## config.mk

```make
export PLATFORM = sky130hd
export DESIGN_NAME = v2f_alu_arbiter
export DESIGN_NICKNAME = d
export VERILOG_FILES = /design/src/rtl/v2f_arb_pkg.sv /design/src/rtl/v2f_arb_alu.sv /design/src/rtl/v2f_alu_arbiter.sv
export SDC_FILE = /design/constraint.sdc
export NUM_CORES = 2
export LEC_CHECK = 0
export CORE_ASPECT_RATIO = 1.1
export CORE_MARGIN = 3
export CORE_UTILIZATION = 35
export CTS_CLUSTER_DIAMETER = 60
export DETAILED_ROUTE_END_ITERATION = 8
export HOLD_SLACK_MARGIN = 0.03
export SETUP_SLACK_MARGIN = 0.5
export SLEW_MARGIN = 15
export SYNTH_ARGS = -nofsm -noshare
export SYNTH_HDL_FRONTEND = slang
export SYNTH_SLANG_ARGS = --single-unit
```

## constraint.sdc

```tcl
create_clock -name clk -period 187.5 [get_ports clk]
set_clock_uncertainty 0.15 [all_clocks]
set_input_delay 37.5 -clock clk [delete_from_list [all_inputs] [get_ports clk]]
set_output_delay 37.5 -clock clk [all_outputs]
set_load 0.02 [all_outputs]
```

## src/rtl/v2f_arb_pkg.sv

```systemverilog
// Shared types and constants for the v2f ALU arbiter: opcodes, datapath widths
// and the ALU pipeline entry that travels from issue to the response FIFO.
package v2f_arb_pkg;

  localparam int unsigned OP_W     = 4;
  localparam int unsigned DATA_W   = 32;
  // Largest requester index width (N_REQ <= 16); narrower configs truncate.
  localparam int unsigned ID_MAX_W = 4;

  localparam logic [OP_W-1:0] OP_ADD = 4'd0;
  localparam logic [OP_W-1:0] OP_SUB = 4'd1;
  localparam logic [OP_W-1:0] OP_MUL = 4'd2;
  localparam logic [OP_W-1:0] OP_DIV = 4'd3;
  localparam logic [OP_W-1:0] OP_MOD = 4'd4;
  localparam logic [OP_W-1:0] OP_AND = 4'd5;
  localparam logic [OP_W-1:0] OP_OR  = 4'd6;
  localparam logic [OP_W-1:0] OP_XOR = 4'd7;
  localparam logic [OP_W-1:0] OP_SHL = 4'd8;
  localparam logic [OP_W-1:0] OP_SHR = 4'd9;

  typedef struct packed {
    logic                valid;
    logic [ID_MAX_W-1:0] id;
    logic [DATA_W-1:0]   y;
    logic                err;
  } pipe_ent_t;

endpackage

```

## src/rtl/v2f_arb_alu.sv

```systemverilog
// Shared 32-bit ALU: combinational decode/compute followed by LATENCY-1
// retiming registers. Never stalls; the top guarantees downstream space.
module v2f_arb_alu
  import v2f_arb_pkg::*;
#(
  parameter int unsigned LATENCY = 2
) (
  input  logic                clk,
  input  logic                rst,
  input  logic                i_valid,
  input  logic [ID_MAX_W-1:0] i_id,
  input  logic [OP_W-1:0]     i_op,
  input  logic [DATA_W-1:0]   i_a,
  input  logic [DATA_W-1:0]   i_b,
  output pipe_ent_t           o_ent
);

  localparam logic [DATA_W-1:0] INT_MIN = {1'b1, {(DATA_W-1){1'b0}}};
  localparam logic [DATA_W-1:0] NEG_ONE = '1;

  logic              w_b_zero;
  logic              w_ovf;
  logic [DATA_W-1:0] w_div_b;
  logic [DATA_W-1:0] w_quot;
  logic [DATA_W-1:0] w_rem;
  logic [4:0]        w_sh;
  pipe_ent_t         w_comp;

  // Divider sees a safe divisor so the zero and INT_MIN/-1 cases never reach it.
  assign w_b_zero = (i_b == '0);
  assign w_ovf    = (i_a == INT_MIN) && (i_b == NEG_ONE);
  assign w_div_b  = (w_b_zero || w_ovf) ? DATA_W'(1) : i_b;
  assign w_quot   = DATA_W'($signed(i_a) / $signed(w_div_b));
  assign w_rem    = DATA_W'($signed(i_a) % $signed(w_div_b));
  assign w_sh     = i_b[4:0];

  always_comb begin
    w_comp       = '0;
    w_comp.valid = i_valid;
    w_comp.id    = i_id;
    case (i_op)
      OP_ADD: w_comp.y = i_a + i_b;
      OP_SUB: w_comp.y = i_a - i_b;
      OP_MUL: w_comp.y = i_a * i_b;
      OP_DIV: begin
        if (w_b_zero)  w_comp.err = 1'b1;
        else if (w_ovf) w_comp.y  = INT_MIN;
        else            w_comp.y  = w_quot;
      end
      OP_MOD: begin
        if (w_b_zero)   w_comp.err = 1'b1;
        else if (!w_ovf) w_comp.y  = w_rem;
      end
      OP_AND: w_comp.y = i_a & i_b;
      OP_OR:  w_comp.y = i_a | i_b;
      OP_XOR: w_comp.y = i_a ^ i_b;
      OP_SHL: w_comp.y = i_a << w_sh;
      OP_SHR: w_comp.y = DATA_W'($signed(i_a) >>> w_sh);
      default: w_comp.err = 1'b1;
    endcase
  end

  generate
    if (LATENCY == 1) begin : g_comb
      assign o_ent = w_comp;
    end else begin : g_pipe
      localparam int unsigned N_STG = LATENCY - 1;
      pipe_ent_t r_stage [N_STG];

      // Retiming chain; reset drops every in-flight operation.
      always_ff @(posedge clk) begin
        if (rst) begin
          for (int unsigned i = 0; i < N_STG; i++) r_stage[i] <= '0;
        end else begin
          r_stage[0] <= w_comp;
          for (int unsigned i = 1; i < N_STG; i++) r_stage[i] <= r_stage[i-1];
        end
      end

      assign o_ent = r_stage[N_STG-1];
    end
  endgenerate

endmodule

```

## src/rtl/v2f_alu_arbiter.sv

```systemverilog
// Round-robin arbiter sharing one pipelined ALU between N_REQ requesters, with
// credit-protected in-order response FIFO. Define V2F_ALU_ARB_ERR_EN for rsp_err.
module v2f_alu_arbiter
  import v2f_arb_pkg::*;
#(
  parameter int unsigned N_REQ      = 4,
  parameter int unsigned LATENCY    = 2,
  parameter int unsigned FIFO_DEPTH = 4
) (
  input  logic                      clk,
  input  logic                      rst,
  input  logic [N_REQ-1:0]          req_valid,
  output logic [N_REQ-1:0]          req_ready,
  input  logic [N_REQ*OP_W-1:0]     req_op,
  input  logic [N_REQ*DATA_W-1:0]   req_a,
  input  logic [N_REQ*DATA_W-1:0]   req_b,
  output logic                      rsp_valid,
  input  logic                      rsp_ready,
  output logic [$clog2(N_REQ)-1:0]  rsp_id,
  output logic [DATA_W-1:0]         rsp_y
`ifdef V2F_ALU_ARB_ERR_EN
  ,
  output logic                      rsp_err
`endif
);

  localparam int unsigned ID_W  = $clog2(N_REQ);
  localparam int unsigned PTR_W = $clog2(FIFO_DEPTH);
  localparam int unsigned CNT_W = PTR_W + 1;

  logic [ID_W-1:0]   r_rr;
  logic [CNT_W-1:0]  r_cred;
  logic              w_issue;
  logic [ID_W-1:0]   w_gnt_id;
  logic [ID_W:0]     w_idx;
  logic [OP_W-1:0]   w_op;
  logic [DATA_W-1:0] w_a;
  logic [DATA_W-1:0] w_b;
  pipe_ent_t         w_alu_out;
  logic              w_push;
  logic              w_pop;
  logic              w_unused;

  logic [PTR_W-1:0]  r_wr_ptr;
  logic [PTR_W-1:0]  r_rd_ptr;
  logic [CNT_W-1:0]  r_count;
  logic [CNT_W-1:0]  w_count_nxt;
  logic              r_rsp_valid;
  logic [ID_W-1:0]   r_mem_id [FIFO_DEPTH];
  logic [DATA_W-1:0] r_mem_y  [FIFO_DEPTH];
`ifdef V2F_ALU_ARB_ERR_EN
  logic              r_mem_err [FIFO_DEPTH];
`endif

  // Round-robin search from r_rr; only eligible while a credit is available.
  always_comb begin
    req_ready = '0;
    w_issue   = 1'b0;
    w_gnt_id  = '0;
    w_idx     = '0;
    if (!rst && (r_cred != '0)) begin
      for (int unsigned k = 0; k < N_REQ; k++) begin
        w_idx = (ID_W+1)'(r_rr) + (ID_W+1)'(k);
        if (w_idx >= (ID_W+1)'(N_REQ)) w_idx = w_idx - (ID_W+1)'(N_REQ);
        if (!w_issue && req_valid[w_idx[ID_W-1:0]]) begin
          w_issue  = 1'b1;
          w_gnt_id = w_idx[ID_W-1:0];
        end
      end
    end
    if (w_issue) req_ready[w_gnt_id] = 1'b1;
  end

  always_comb begin
    w_op = '0;
    w_a  = '0;
    w_b  = '0;
    for (int unsigned i = 0; i < N_REQ; i++) begin
      if (req_ready[i]) begin
        w_op = req_op[i*OP_W +: OP_W];
        w_a  = req_a[i*DATA_W +: DATA_W];
        w_b  = req_b[i*DATA_W +: DATA_W];
      end
    end
  end

  always_ff @(posedge clk) begin
    if (rst) begin
      r_rr <= '0;
    end else if (w_issue) begin
      r_rr <= (w_gnt_id == ID_W'(N_REQ - 1)) ? '0 : w_gnt_id + ID_W'(1);
    end
  end

  // Credits cover FIFO entries plus operations still inside the ALU.
  always_ff @(posedge clk) begin
    if (rst) begin
      r_cred <= CNT_W'(FIFO_DEPTH);
    end else if (w_issue && !w_pop) begin
      r_cred <= r_cred - CNT_W'(1);
    end else if (!w_issue && w_pop) begin
      r_cred <= r_cred + CNT_W'(1);
    end
  end

  v2f_arb_alu #(
    .LATENCY (LATENCY)
  ) u_alu (
    .clk     (clk),
    .rst     (rst),
    .i_valid (w_issue),
    .i_id    (ID_MAX_W'(w_gnt_id)),
    .i_op    (w_op),
    .i_a     (w_a),
    .i_b     (w_b),
    .o_ent   (w_alu_out)
  );

  assign w_push   = w_alu_out.valid;
  assign w_pop    = r_rsp_valid && rsp_ready;
  assign w_unused = ^{w_alu_out.id, w_alu_out.err};

  always_comb begin
    w_count_nxt = r_count;
    if (w_push && !w_pop)      w_count_nxt = r_count + CNT_W'(1);
    else if (!w_push && w_pop) w_count_nxt = r_count - CNT_W'(1);
  end

  // Response FIFO; head is read straight from storage, no fall-through path.
  always_ff @(posedge clk) begin
    if (rst) begin
      r_wr_ptr    <= '0;
      r_rd_ptr    <= '0;
      r_count     <= '0;
      r_rsp_valid <= 1'b0;
      for (int unsigned i = 0; i < FIFO_DEPTH; i++) begin
        r_mem_id[i] <= '0;
        r_mem_y[i]  <= '0;
`ifdef V2F_ALU_ARB_ERR_EN
        r_mem_err[i] <= 1'b0;
`endif
      end
    end else begin
      if (w_push) begin
        r_mem_id[r_wr_ptr] <= w_alu_out.id[ID_W-1:0];
        r_mem_y[r_wr_ptr]  <= w_alu_out.y;
`ifdef V2F_ALU_ARB_ERR_EN
        r_mem_err[r_wr_ptr] <= w_alu_out.err;
`endif
        r_wr_ptr <= r_wr_ptr + PTR_W'(1);
      end
      if (w_pop) r_rd_ptr <= r_rd_ptr + PTR_W'(1);
      r_count     <= w_count_nxt;
      r_rsp_valid <= (w_count_nxt != '0);
    end
  end

  assign rsp_valid = r_rsp_valid;
  assign rsp_id    = r_mem_id[r_rd_ptr];
  assign rsp_y     = r_mem_y[r_rd_ptr];
`ifdef V2F_ALU_ARB_ERR_EN
  assign rsp_err   = r_mem_err[r_rd_ptr];
`endif

endmodule
```

==> summary.md <==
| Metric | Value |
|---|---|
| DRC | `0` |
| # IOs | `about 320` |
| Die width | `422 µm` |
| Die height | `around 460 µm` |
| Relative slew margins | `roughly a tenth` |
| Worst-Margin Slew | `roughly 1300 ps` |
| Area of the die | `~200000 µm²` |
| Hold Crit Class | `flip-flop to flip-flop` |
| Post-synth ARST share | `0%` |
| Clock Latency Late Sink | `~470 ps` |
| Post-CTS resize count | `0` |
| Max-capacitance violation count | `0` |
| Crit path buf inv count | `36` |
| Syn Nets | `about 11000` |
| Fmax | `~6.3 MHz` |
| Most frequent CP cell | `ha_1` |
| Crit path DAT | `around 160000 ps` |
| Post-synthesis register bit count | `186` |
| Fillers | `around 20000` |
| Routed Antenna Nets | `0` |
| Worst path slowest cell | `a221oi_1` |
| Post-synth EDFFs | `between 100 and 150` |
| Fin. max-slew vios | `0` |
| First DRT Iteration DRCs | `around 9000` |
| Largest net degree at the start of global routing | `67` |
| Post-CTS setup buffers | `0` |
| Site row count | `roughly 170` |
| Post-synthesis sequential area ratio | `7.64%` |
| Pre-antenna DRT Iters | `9` |
| DRT Wirelength | `roughly 370 mm` |
| CTS Hold Bufs | `0` |
| Final Hold Vio Count | `0` |
| # nets final | `10800` |
| Distinct cells, synth | `about 110` |
| Crit Path Category | `input pin to flip-flop` |
| Mapped Cells | `around 9000` |
| Initial Utilization | `a little over a third` |
| Worst Path Max Fanout | `between 60 and 70` |
| Setup Total Neg Slack | `0 ps` |
| Core area | `189000 µm²` |
| Clk pin slew, worst setup/hold paths | `approximately 100 ps` |
| CTS buffer count | `17` |
| Root Driver | `clkbuf_16` |
| Setup violators final | `0` |
| Vias in the first global route | `roughly 73000` |
| Worst setup SP type | `input pin` |
| First-pass GRT wire length | `521 mm` |
| Initial antenna violation count | `35` |
| Gpl congestion | `between 1 and 1.5` |
| Unrepaired setup endpoints after global routing | `false` |
| Total GRT Usage | `36.0%` |
| CP max stage delay | `~1200 ps` |
| Final Cycle Share | `a little over four fifths` |
| Worst EP required | `187650 ps` |
| Clk buf depth | `2` |
| CTS tree | `done` |
| Post-Syn Area | `around 67000 µm²` |
| Kind of end point of the critical path | `flip-flop` |
| Outcome | `complete, no violations` |
| Grt ovf | `0` |
| H-tree depth | `4` |
| Synth Warn # | `0` |
| Vias/cell | `between 6 and 7` |
| Area delta synth->final | `11.6%` |
| Post-layout min period | `~160000 ps` |
| Wire length per cell | `roughly 31 µm` |
| Syn Area/Cell | `7.22 µm²` |
| Port Buffers | `between 300 and 400` |
| Detail Placement HPWL | `291 mm` |
| Synth Flop Type | `edfxtp_1` |
| Number of vias after detailed routing | `around 75000` |
| CP top delay family | `compound AO/OA/AOI/OAI gates` |
| Layout cells sized above 1 | `about 6.6%` |
| Clock sink total | `between 150 and 200` |
## per-layer routing
metal / vias up / global-route usage, % / part of all wire, %
li1: 32800 / - / -
met1: 36600 / 43.2 / 38
met2: 4685 / 55.7 / 43
met3: 1340 / 9.00 / 10
met4: 12 / 26.7 / 9.1
met5: - / 0 / 0.025
## final timing paths
path,endpoint,slack [ps],from,depth (start not counted)
worst max-delay path,u_alu.g_pipe.r_stage[0][31]$_SDFF_PP0_,29720,rst,405
worst min-delay path,r_count[2]$_SDFF_PP0_,370,r_count[2]$_SDFF_PP0_,2
worst max register to register,u_alu.g_pipe.r_stage[0][31]$_SDFF_PP0_,66940,r_cred[0]$_SDFFE_PP0P_,404
worst min register to register,r_count[2]$_SDFF_PP0_,370,r_count[2]$_SDFF_PP0_,2
## state kept, by name, indices dropped and copies added, names as in the netlist, named ones only
register,count
u_alu.g_pipe.r_stage,35
r_mem_y,128
r_count,3
r_wr_ptr,2
rsp_valid,1
r_cred,3
r_mem_id,8
r_rd_ptr,2
r_rr,2
## worst reg2reg max path, delay by kind of cell (launching register included)
family | cells | cell delay [ps]
AO/OA/AOI/OAI | 200 | 60480
XOR/XNOR | 1 | 150
adder cells (fa/ha/maj) | 34 | 11990
buffers and inverters | 34 | 9200
flip-flops | 1 | 370
multiplexers | 9 | 2390
AND/OR/NAND/NOR | 126 | 35620
## Yosys cell counts (126+ instances only)
| master | count | area (µm²) |
|---|---|---|
| edfxtp_1 | 136 | 4080 |
| and2_1 | 210 | 1310 |
| nor2_1 | 1041 | 3910 |
| nand2_1 | 1193 | 4480 |
| xnor2_1 | 424 | 3710 |
| nor3_1 | 264 | 1320 |
| xor2_1 | 147 | 1290 |
| ha_1 | 761 | 9520 |
| a31oi_1 | 126 | 788 |
| a21o_1 | 150 | 1130 |
| a21oi_1 | 643 | 3220 |
| o21a_1 | 160 | 1200 |
| o21ai_0 | 501 | 2510 |
| clkbuf_1 | 321 | 1200 |
| nand3_1 | 178 | 891 |
| fa_1 | 411 | 8230 |
| inv_1 | 723 | 2710 |
## final cells by class
cell class	instances	area (µm²)	area share (%)
sequential	186	5090	6.85
inverter	751	2820	3.80
antenna	23	57.6	0.0775
timing repair buffer	580	5160	6.95
tap	2535	3170	4.27
clock buffer	17	425	0.573
multi-input combinational	7833	57300	77.2
clock inverter	15	188	0.253
## per-stage QoR
| step | cells | instance area (µm²) | hold WS (ps) | utilization [%] | setup WS, ps |
|---|---|---|---|---|---|
| floorplan | 9222 | 66500 | 323 | - | 50290 |
| global placement | 11900 | 73500 | 340 | 39.0 | 36020 |
| detailed placement | 11900 | 73600 | 350 | 39.0 | 34210 |
| CTS | 11900 | 74200 | 373 | 39.3 | 34200 |
| global route | 11900 | 74200 | 436 | 39.3 | 23500 |
| finish | 11900 | 74200 | 368 | 39.3 | 29720 |
## cell usage in the layout, fill, tap and decap left out, drive strengths merged, types with 63 or more instances in the layout
master,Yosys,layout
nand2,1194,1194
nor2,1044,1044
ha,761,761
inv,727,734
a21oi,643,643
o21ai,515,515
xnor2,424,424
fa,411,411
clkdlybuf4s50,0,317
nor3,269,269
buf,131,263
and2,212,212
nand3,180,180
o21a,160,160
a21o,150,150
xor2,147,147
edfxtp,136,136
a31oi,127,127
a211oi,105,105
nor2b,82,82
nand2b,81,81
or3,80,80
o211ai,79,79
nand4,78,78
o22ai,71,71
mux2i,65,65
a221oi,63,63
o31ai,63,63
## logic make-up (layout without fill, tap and decap cells)
logic type,after synthesis,count (layout),synth area share [%]
and+or+nand+nor,3485,3485,23.9
DFF,186,186,7.64
muxes,144,144,2.89
buffers and inverters,1203,1363,6.99
other,0,23,0
adders and majority gates,1172,1172,26.7
xor gates and xnor gates,571,571,7.52
AOI/OAI and AO/OA,2461,2461,24.4
Power is not shown: default switching activity piles up to over one toggle a cycle in this logic, so the estimate is an artifact.
